### src/rtl/fpga_status_pkg.sv
// Shared types and timing constants for the FPGA status LED controller.
//   led_mode_e   : per-channel LED mode
//   exit_state_e : exit-code serialiser states
//   *_TICKS      : serialiser state durations in prescaler ticks
package fpga_status_pkg;

  typedef enum logic [1:0] {
    LED_OFF   = 2'd0,
    LED_ON    = 2'd1,
    LED_BLINK = 2'd2,
    LED_EXIT  = 2'd3
  } led_mode_e;

  typedef enum logic [2:0] {
    EXIT_IDLE    = 3'd0,
    EXIT_START   = 3'd1,
    EXIT_SEP     = 3'd2,
    EXIT_BIT_ON  = 3'd3,
    EXIT_BIT_OFF = 3'd4,
    EXIT_PAUSE   = 3'd5
  } exit_state_e;

  localparam int unsigned START_TICKS = 4;
  localparam int unsigned SEP_TICKS   = 2;
  localparam int unsigned ONE_TICKS   = 3;
  localparam int unsigned ZERO_TICKS  = 1;
  localparam int unsigned OFF_TICKS   = 2;
  localparam int unsigned PAUSE_TICKS = 8;

  // Duration counter width; must hold the longest duration minus one.
  localparam int unsigned DUR_W = 4;

  // Counter load value for a state lasting 'ticks' ticks.
  function automatic logic [DUR_W-1:0] dur_load(input int unsigned ticks);
    return DUR_W'(ticks - 1);
  endfunction

endpackage

### src/rtl/fpga_status_exit_serializer.sv
// Captures the program exit value on the first valid rising edge and
// repeatedly serialises its low EXIT_BITS bits as long/short pulses.
//   i_clk, i_rst_n : clock, synchronous active-low reset
//   i_tick         : prescaler tick, one cycle wide
//   i_valid        : exit valid (level or pulse)
//   i_value        : exit value bits to display
//   o_serial_c     : serial output, decoded from the current state
//   o_busy         : high while the FSM is out of IDLE
module fpga_status_exit_serializer
  import fpga_status_pkg::*;
#(
  parameter int unsigned EXIT_BITS = 8
) (
  input  logic                 i_clk,
  input  logic                 i_rst_n,
  input  logic                 i_tick,
  input  logic                 i_valid,
  input  logic [EXIT_BITS-1:0] i_value,
  output logic                 o_serial_c,
  output logic                 o_busy
);

  localparam int unsigned IDX_W = (EXIT_BITS > 1) ? $clog2(EXIT_BITS) : 1;

  exit_state_e          r_state;
  exit_state_e          w_state_nxt;
  logic [DUR_W-1:0]     r_dur;
  logic [DUR_W-1:0]     w_dur_nxt;
  logic [IDX_W-1:0]     r_idx;
  logic [IDX_W-1:0]     w_idx_nxt;
  logic [IDX_W-1:0]     w_idx_dec;
  logic [EXIT_BITS-1:0] r_value;
  logic                 r_valid_q;
  logic                 r_busy;
  logic                 w_edge;
  logic                 w_capture;

  // Reset clears r_valid_q, so a level already high at release reads as an edge.
  assign w_edge    = i_valid & ~r_valid_q;
  assign w_idx_dec = r_idx - IDX_W'(1);

  function automatic logic [DUR_W-1:0] bit_dur(input logic b);
    return b ? dur_load(ONE_TICKS) : dur_load(ZERO_TICKS);
  endfunction

  // Next-state logic: duration counter counts down on ticks, state moves at zero.
  always_comb begin
    w_state_nxt = r_state;
    w_dur_nxt   = r_dur;
    w_idx_nxt   = r_idx;
    w_capture   = 1'b0;
    if (r_state == EXIT_IDLE) begin
      // A coincident tick is deliberately not applied to the fresh START count.
      if (w_edge) begin
        w_capture   = 1'b1;
        w_state_nxt = EXIT_START;
        w_dur_nxt   = dur_load(START_TICKS);
      end
    end else if (i_tick) begin
      if (r_dur != '0) begin
        w_dur_nxt = r_dur - DUR_W'(1);
      end else begin
        case (r_state)
          EXIT_START: begin
            w_state_nxt = EXIT_SEP;
            w_dur_nxt   = dur_load(SEP_TICKS);
          end
          EXIT_SEP: begin
            w_state_nxt = EXIT_BIT_ON;
            w_idx_nxt   = IDX_W'(EXIT_BITS - 1);
            w_dur_nxt   = bit_dur(r_value[EXIT_BITS-1]);
          end
          EXIT_BIT_ON: begin
            w_state_nxt = EXIT_BIT_OFF;
            w_dur_nxt   = dur_load(OFF_TICKS);
          end
          EXIT_BIT_OFF: begin
            if (r_idx != '0) begin
              w_state_nxt = EXIT_BIT_ON;
              w_idx_nxt   = w_idx_dec;
              w_dur_nxt   = bit_dur(r_value[w_idx_dec]);
            end else begin
              w_state_nxt = EXIT_PAUSE;
              w_dur_nxt   = dur_load(PAUSE_TICKS);
            end
          end
          EXIT_PAUSE: begin
            w_state_nxt = EXIT_START;
            w_dur_nxt   = dur_load(START_TICKS);
          end
          default: begin
            w_state_nxt = EXIT_IDLE;
          end
        endcase
      end
    end
  end

  // State, counters, edge register and latched value.
  always_ff @(posedge i_clk) begin
    if (!i_rst_n) begin
      r_state   <= EXIT_IDLE;
      r_dur     <= '0;
      r_idx     <= '0;
      r_value   <= '0;
      r_valid_q <= 1'b0;
      r_busy    <= 1'b0;
    end else begin
      r_state   <= w_state_nxt;
      r_dur     <= w_dur_nxt;
      r_idx     <= w_idx_nxt;
      r_valid_q <= i_valid;
      r_busy    <= (w_state_nxt != EXIT_IDLE);
      if (w_capture) begin
        r_value <= i_value;
      end
    end
  end

  assign o_serial_c = (r_state == EXIT_START) || (r_state == EXIT_BIT_ON);
  assign o_busy     = r_busy;

endmodule

### src/rtl/fpga_status_led_ctrl.sv
// Board-visibility controller: NUM_LEDS independently moded LED channels
// (off / on / shared blink / exit-code display) driven from a tick prescaler.
//   clk_i, rst_ni : clock, synchronous active-low reset
//   mode_i        : per-channel mode, channel k at [2k+1:2k]
//   blink_half_i  : blink half-period minus one, in ticks
//   exit_valid_i  : program exit valid
//   exit_value_i  : program exit value
//   led_o         : registered LED drive, active-high
//   tick_o        : one-cycle tick pulse
//   exit_busy_o   : exit serialiser is out of IDLE
module fpga_status_led_ctrl
  import fpga_status_pkg::*;
#(
  parameter int unsigned NUM_LEDS       = 4,
  parameter int unsigned TICK_DIV_WIDTH = 22,
  parameter int unsigned EXIT_BITS      = 8
) (
  input  logic                  clk_i,
  input  logic                  rst_ni,
  input  logic [2*NUM_LEDS-1:0] mode_i,
  input  logic [3:0]            blink_half_i,
  input  logic                  exit_valid_i,
  input  logic [31:0]           exit_value_i,
  output logic [NUM_LEDS-1:0]   led_o,
  output logic                  tick_o,
  output logic                  exit_busy_o
);

  localparam logic [TICK_DIV_WIDTH-1:0] PRESC_LAST = '1;
  localparam logic [TICK_DIV_WIDTH-1:0] PRESC_PRE  = PRESC_LAST - TICK_DIV_WIDTH'(1);

  logic [TICK_DIV_WIDTH-1:0] r_presc;
  logic                      r_tick;
  logic [3:0]                r_bcnt;
  logic                      r_phase;
  logic [NUM_LEDS-1:0]       r_led;
  logic [NUM_LEDS-1:0]       w_led_nxt;
  logic                      w_serial;
  logic                      w_busy;

  // Prescaler; r_tick is registered one count early so it is high exactly
  // while the counter is all-ones.
  always_ff @(posedge clk_i) begin
    if (!rst_ni) begin
      r_presc <= '0;
      r_tick  <= 1'b0;
    end else begin
      r_presc <= r_presc + TICK_DIV_WIDTH'(1);
      r_tick  <= (r_presc == PRESC_PRE);
    end
  end

  // Shared blink generator; >= keeps it running when the half-period shrinks.
  always_ff @(posedge clk_i) begin
    if (!rst_ni) begin
      r_bcnt  <= '0;
      r_phase <= 1'b0;
    end else if (r_tick) begin
      if (r_bcnt >= blink_half_i) begin
        r_bcnt  <= '0;
        r_phase <= ~r_phase;
      end else begin
        r_bcnt <= r_bcnt + 4'd1;
      end
    end
  end

  fpga_status_exit_serializer #(
    .EXIT_BITS (EXIT_BITS)
  ) u_exit_ser (
    .i_clk      (clk_i),
    .i_rst_n    (rst_ni),
    .i_tick     (r_tick),
    .i_valid    (exit_valid_i),
    .i_value    (exit_value_i[EXIT_BITS-1:0]),
    .o_serial_c (w_serial),
    .o_busy     (w_busy)
  );

  // Bits above the displayed width are intentionally ignored.
  if (EXIT_BITS < 32) begin : g_unused_hi
    logic w_unused_value_hi;
    assign w_unused_value_hi = ^exit_value_i[31:EXIT_BITS];
  end

  // Per-channel source select.
  always_comb begin
    w_led_nxt = '0;
    for (int k = 0; k < NUM_LEDS; k++) begin
      case (led_mode_e'(mode_i[2*k +: 2]))
        LED_OFF:   w_led_nxt[k] = 1'b0;
        LED_ON:    w_led_nxt[k] = 1'b1;
        LED_BLINK: w_led_nxt[k] = r_phase;
        LED_EXIT:  w_led_nxt[k] = w_serial;
        default:   w_led_nxt[k] = 1'b0;
      endcase
    end
  end

  always_ff @(posedge clk_i) begin
    if (!rst_ni) begin
      r_led <= '0;
    end else begin
      r_led <= w_led_nxt;
    end
  end

  assign led_o       = r_led;
  assign tick_o      = r_tick;
  assign exit_busy_o = w_busy;

endmodule

### config.mk
export PLATFORM = sky130hd
export DESIGN_NAME = fpga_status_led_ctrl
export DESIGN_NICKNAME = d
export VERILOG_FILES = /design/src/rtl/fpga_status_pkg.sv /design/src/rtl/fpga_status_exit_serializer.sv /design/src/rtl/fpga_status_led_ctrl.sv
export SDC_FILE = /design/constraint.sdc
export NUM_CORES = 1
export LEC_CHECK = 0
export BUFFER_PORTS_ARGS = -buffer_cell sky130_fd_sc_hd__buf_2
export CAP_MARGIN = 20
export CORE_MARGIN = 2
export CORE_UTILIZATION = 45
export CTS_BUF_LIST = sky130_fd_sc_hd__clkbuf_16
export DETAILED_ROUTE_END_ITERATION = 7
export HOLD_SLACK_MARGIN = 0.06
export PLACE_DENSITY = 0.78
export RECOVER_POWER = 25
export SLEW_MARGIN = 20
export SYNTH_ARGS = -nofsm -noshare
export SYNTH_HDL_FRONTEND = slang
export SYNTH_HIERARCHICAL = 1
export SYNTH_SLANG_ARGS = --single-unit
### constraint.sdc
create_clock -name clk_i -period 3.2 [get_ports clk_i]
set_clock_uncertainty 0.1 [all_clocks]
set_input_delay 0.64 -clock clk_i [delete_from_list [all_inputs] [get_ports clk_i]]
set_output_delay 0.64 -clock clk_i [all_outputs]
set_load 0.005 [all_outputs]
==> impl_metrics.ini <==
[status]
status = completed

[detailed_routing]
m1WireLength_um = 2610
drcViolationCount = 0
dr_wl_met2_um = 2840
final_antenna_net_count = 0
via_per_inst = 5.55
wl_met3_um = 130
vias = 2266
firstDrtPassIters = 5
highest_layer = met4
wl_per_cell_um = 13.8
totalWireLength_um = 5620
drt-initial-drc-count = 122

[clock_tree]
cts_setup_buffers = 0
numCtsBuffers = 5
path_clk_slew_ns = 0.07
clkLatencyLatePin_ns = 0.29
htreeDepth = 2
tritoncts = done
clk_path_buf_depth = 2
ctsRootBufferMaster = clkbuf_16
hold_buffers = 0
cts.sinks = 52
cts_resized = 0

[cells_and_area]
layout_common_cells = 52 x dfxtp_1, 24 x buf_2, 21 x inv_1, 18 x nor2_1
nets = 390
drive_above_1_share_pct = 15.0
seq_area_mm2 = 0.00104
final_common_cell = dfxtp_1
area_delta_synth_final_pct = 11.9
finalNonFillerCells = 408
multiInputGateArea_mm2 = 0.00160
fillers = 577
antenna_cells = 0

[timing]
max_slew_margin_pct = 22.1
post-route-min-period_ns = 2.44
tightest_slew_ns = 1.17
tns_ns = 0
layout_setup_ws_ns = 0.756
rsz0062_at_grt = false
fin_crit_sh_pct = 76.4
hold_viol_final = 0
drv_slew = 0
setup_viol_count_final = 0
fmaxAchievable_mhz = 409

[setup_path]
ff2ff_setup_slack_ns = 0.96
r2r-end = r_bcnt[1]
r2r_start = r_bcnt[0]
required_ns = 3.29
crit_type = input port to flip-flop
slowest_delay_ns = 0.79
cp_max_fo = 27
crit_chain = clkbuf_1 > clkinv_1 > clkbuf_1 > a311oi_1
worstPathArrival_ns = 2.53
path_common_cell = clkbuf_1
startpoint_type = input port
r2r_cells = 6
crit_slowest_cell = clkbuf_1
crit_path_end_kind = flip-flop

[logic_synthesis]
netlist_area_mm2 = 0.00279
ys_seq_area_share_pct = 37.3
synth_ff_type = dfxtp_1
synth_nets = 365
post_synth.cell_area_avg_um2 = 9.10
synth_cell_types = 65
ys_warn_count = 6
async_flop_share_pct = 0
syn-instance-count = 307
ys_ff_latch = 52
synth_edf_count = 0

[global_routing]
overflow = 0
grt_pass1_wl_um = 9470
grt_pass1_vias = 2121
grt_max_degree = 28
track_usage_pct = 17.6
antenna_found_initial = 0

[worst_hold_path]
min-delay-start = r_presc[21]
min_to = tick_o
hold_class = flip-flop to flip-flop
whs_path_depth = 2

[floorplan]
die-area_mm2 = 0.00685
die_x_um = 82.8
initial_core_util_pct = 46.9
core-area_mm2 = 0.00596
placementRows = 28
die_y_um = 82.8
top_level_ports = 53

[power]
pwr-share-clk_pct = 43.4
switching_share_pct = 21.7
intPower_w = 0.00108
power_frac_seq_pct = 49.1
comb_power_share_pct = 7.4
ir_drop_mv = 0.274
p_leak_nw = 1.21
powerDensity_mw_per_mm2 = 442
power.switching_w = 0.000300

[placed_design]
hpwlAfterDp_um = 4030
dp.cells = 400
post-place-ws_ns = 0.709
io_buffer_count = 28
place_congestion = 0.792

[job]
maxCapViolCount = 0
==> Yosys cell counts (5+ instances only) <==
cell      count  area share (%)
dfxtp_1      52              37
inv_1        21             2.8
nor2_1       18             2.4
a21oi_1      17             3.0
nand2_1      17             2.3
nand3_1      14             2.5
mux2i_1      13             4.7
ha_1         11             4.9
nor2b_1      11             2.5
o21ai_0      11             2.0
nand2b_1      9             2.0
nor3_1        7             1.3
xor2_1        7             2.2
clkbuf_1      6            0.81
nand3b_1      5             1.3
xnor2_1       5             1.6
==> per-layer routing <==
metal  track usage, %  vias up
met1             20.8     1088
met4             4.26        0
met2             32.6       19
met5                0        -
met3             3.35        6
li1                 -     1153
==> power by group through the flow <==
| stage | registers (W) | logic, W | clock network (W) |
|---|---|---|---|
| floorplan | 0.000688 | 0.0000751 | 0 |
| global placement | 0.000692 | 0.000101 | 0 |
| detailed placement | 0.000692 | 0.000103 | 0 |
| CTS | 0.000677 | 0.000104 | 0.000615 |
| global route | 0.000680 | 0.000116 | 0.000638 |
| finish | 0.000678 | 0.000103 | 0.000599 |
==> cell type report <==
type / count / area share, %
Clock inverter: 3 / 1.36
Tap cell: 75 / 3.00
Clock buffer: 5 / 4.00
Multi-Input combinational cell: 222 / 51.2
Inverter: 22 / 2.64
Timing Repair Buffer: 29 / 4.45
Sequential cell: 52 / 33.3
==> registers in the layout (all words and copies together) (netlist names), 3 cells and up <==
| signal | cells |
|---|---|
| u_exit_ser/r_state | 3 |
| r_bcnt | 4 |
| u_exit_ser/r_value | 8 |
| u_exit_ser/r_idx | 3 |
| led_o | 4 |
| r_presc | 22 |
| u_exit_ser/r_dur | 4 |
==> metrics by stage <==
step	util (%)	hold slack, ns	power (W)	instance area [um2]
after floorplan	-	0.341	0.000763	2790
after global routing	52.5	0.417	0.00143	3120
final	52.5	0.378	0.00138	3120
after global placement	49.8	0.361	0.000792	2970
after detailed placement	49.8	0.370	0.000796	2970
after CTS	52.6	0.371	0.00140	3130
==> worst max-delay path, delay by kind of cell <==
kind            cells  cell delay, ns
compound gates      1            0.36
buf+inv             3            1.53
==> worst max-delay path by stage <==
stage,to,startpoint
3_5_place_dp,r_bcnt[1],blink_half_i[0]
3_3_place_gp,r_bcnt[1],blink_half_i[0]
4_1_cts,u_exit_ser/o_busy,u_exit_ser/r_state[1]
2_1_floorplan,r_bcnt[1],blink_half_i[0]
6_report,r_bcnt[2],rst_ni
5_1_grt,r_bcnt[2],rst_ni
==> cells by family after synthesis <==
group	after synthesis	synth area share [%]
AO/OA/AOI/OAI	59	14.5
XOR/XNOR	12	3.76
adder cells (fa/ha/maj)	11	4.93
buffers and inverters	33	5.42
flip-flops	52	37.3
multiplexers	15	6.41
AND/OR/NAND/NOR	125	27.7
Note: power is estimated with default switching activity, not from simulation.
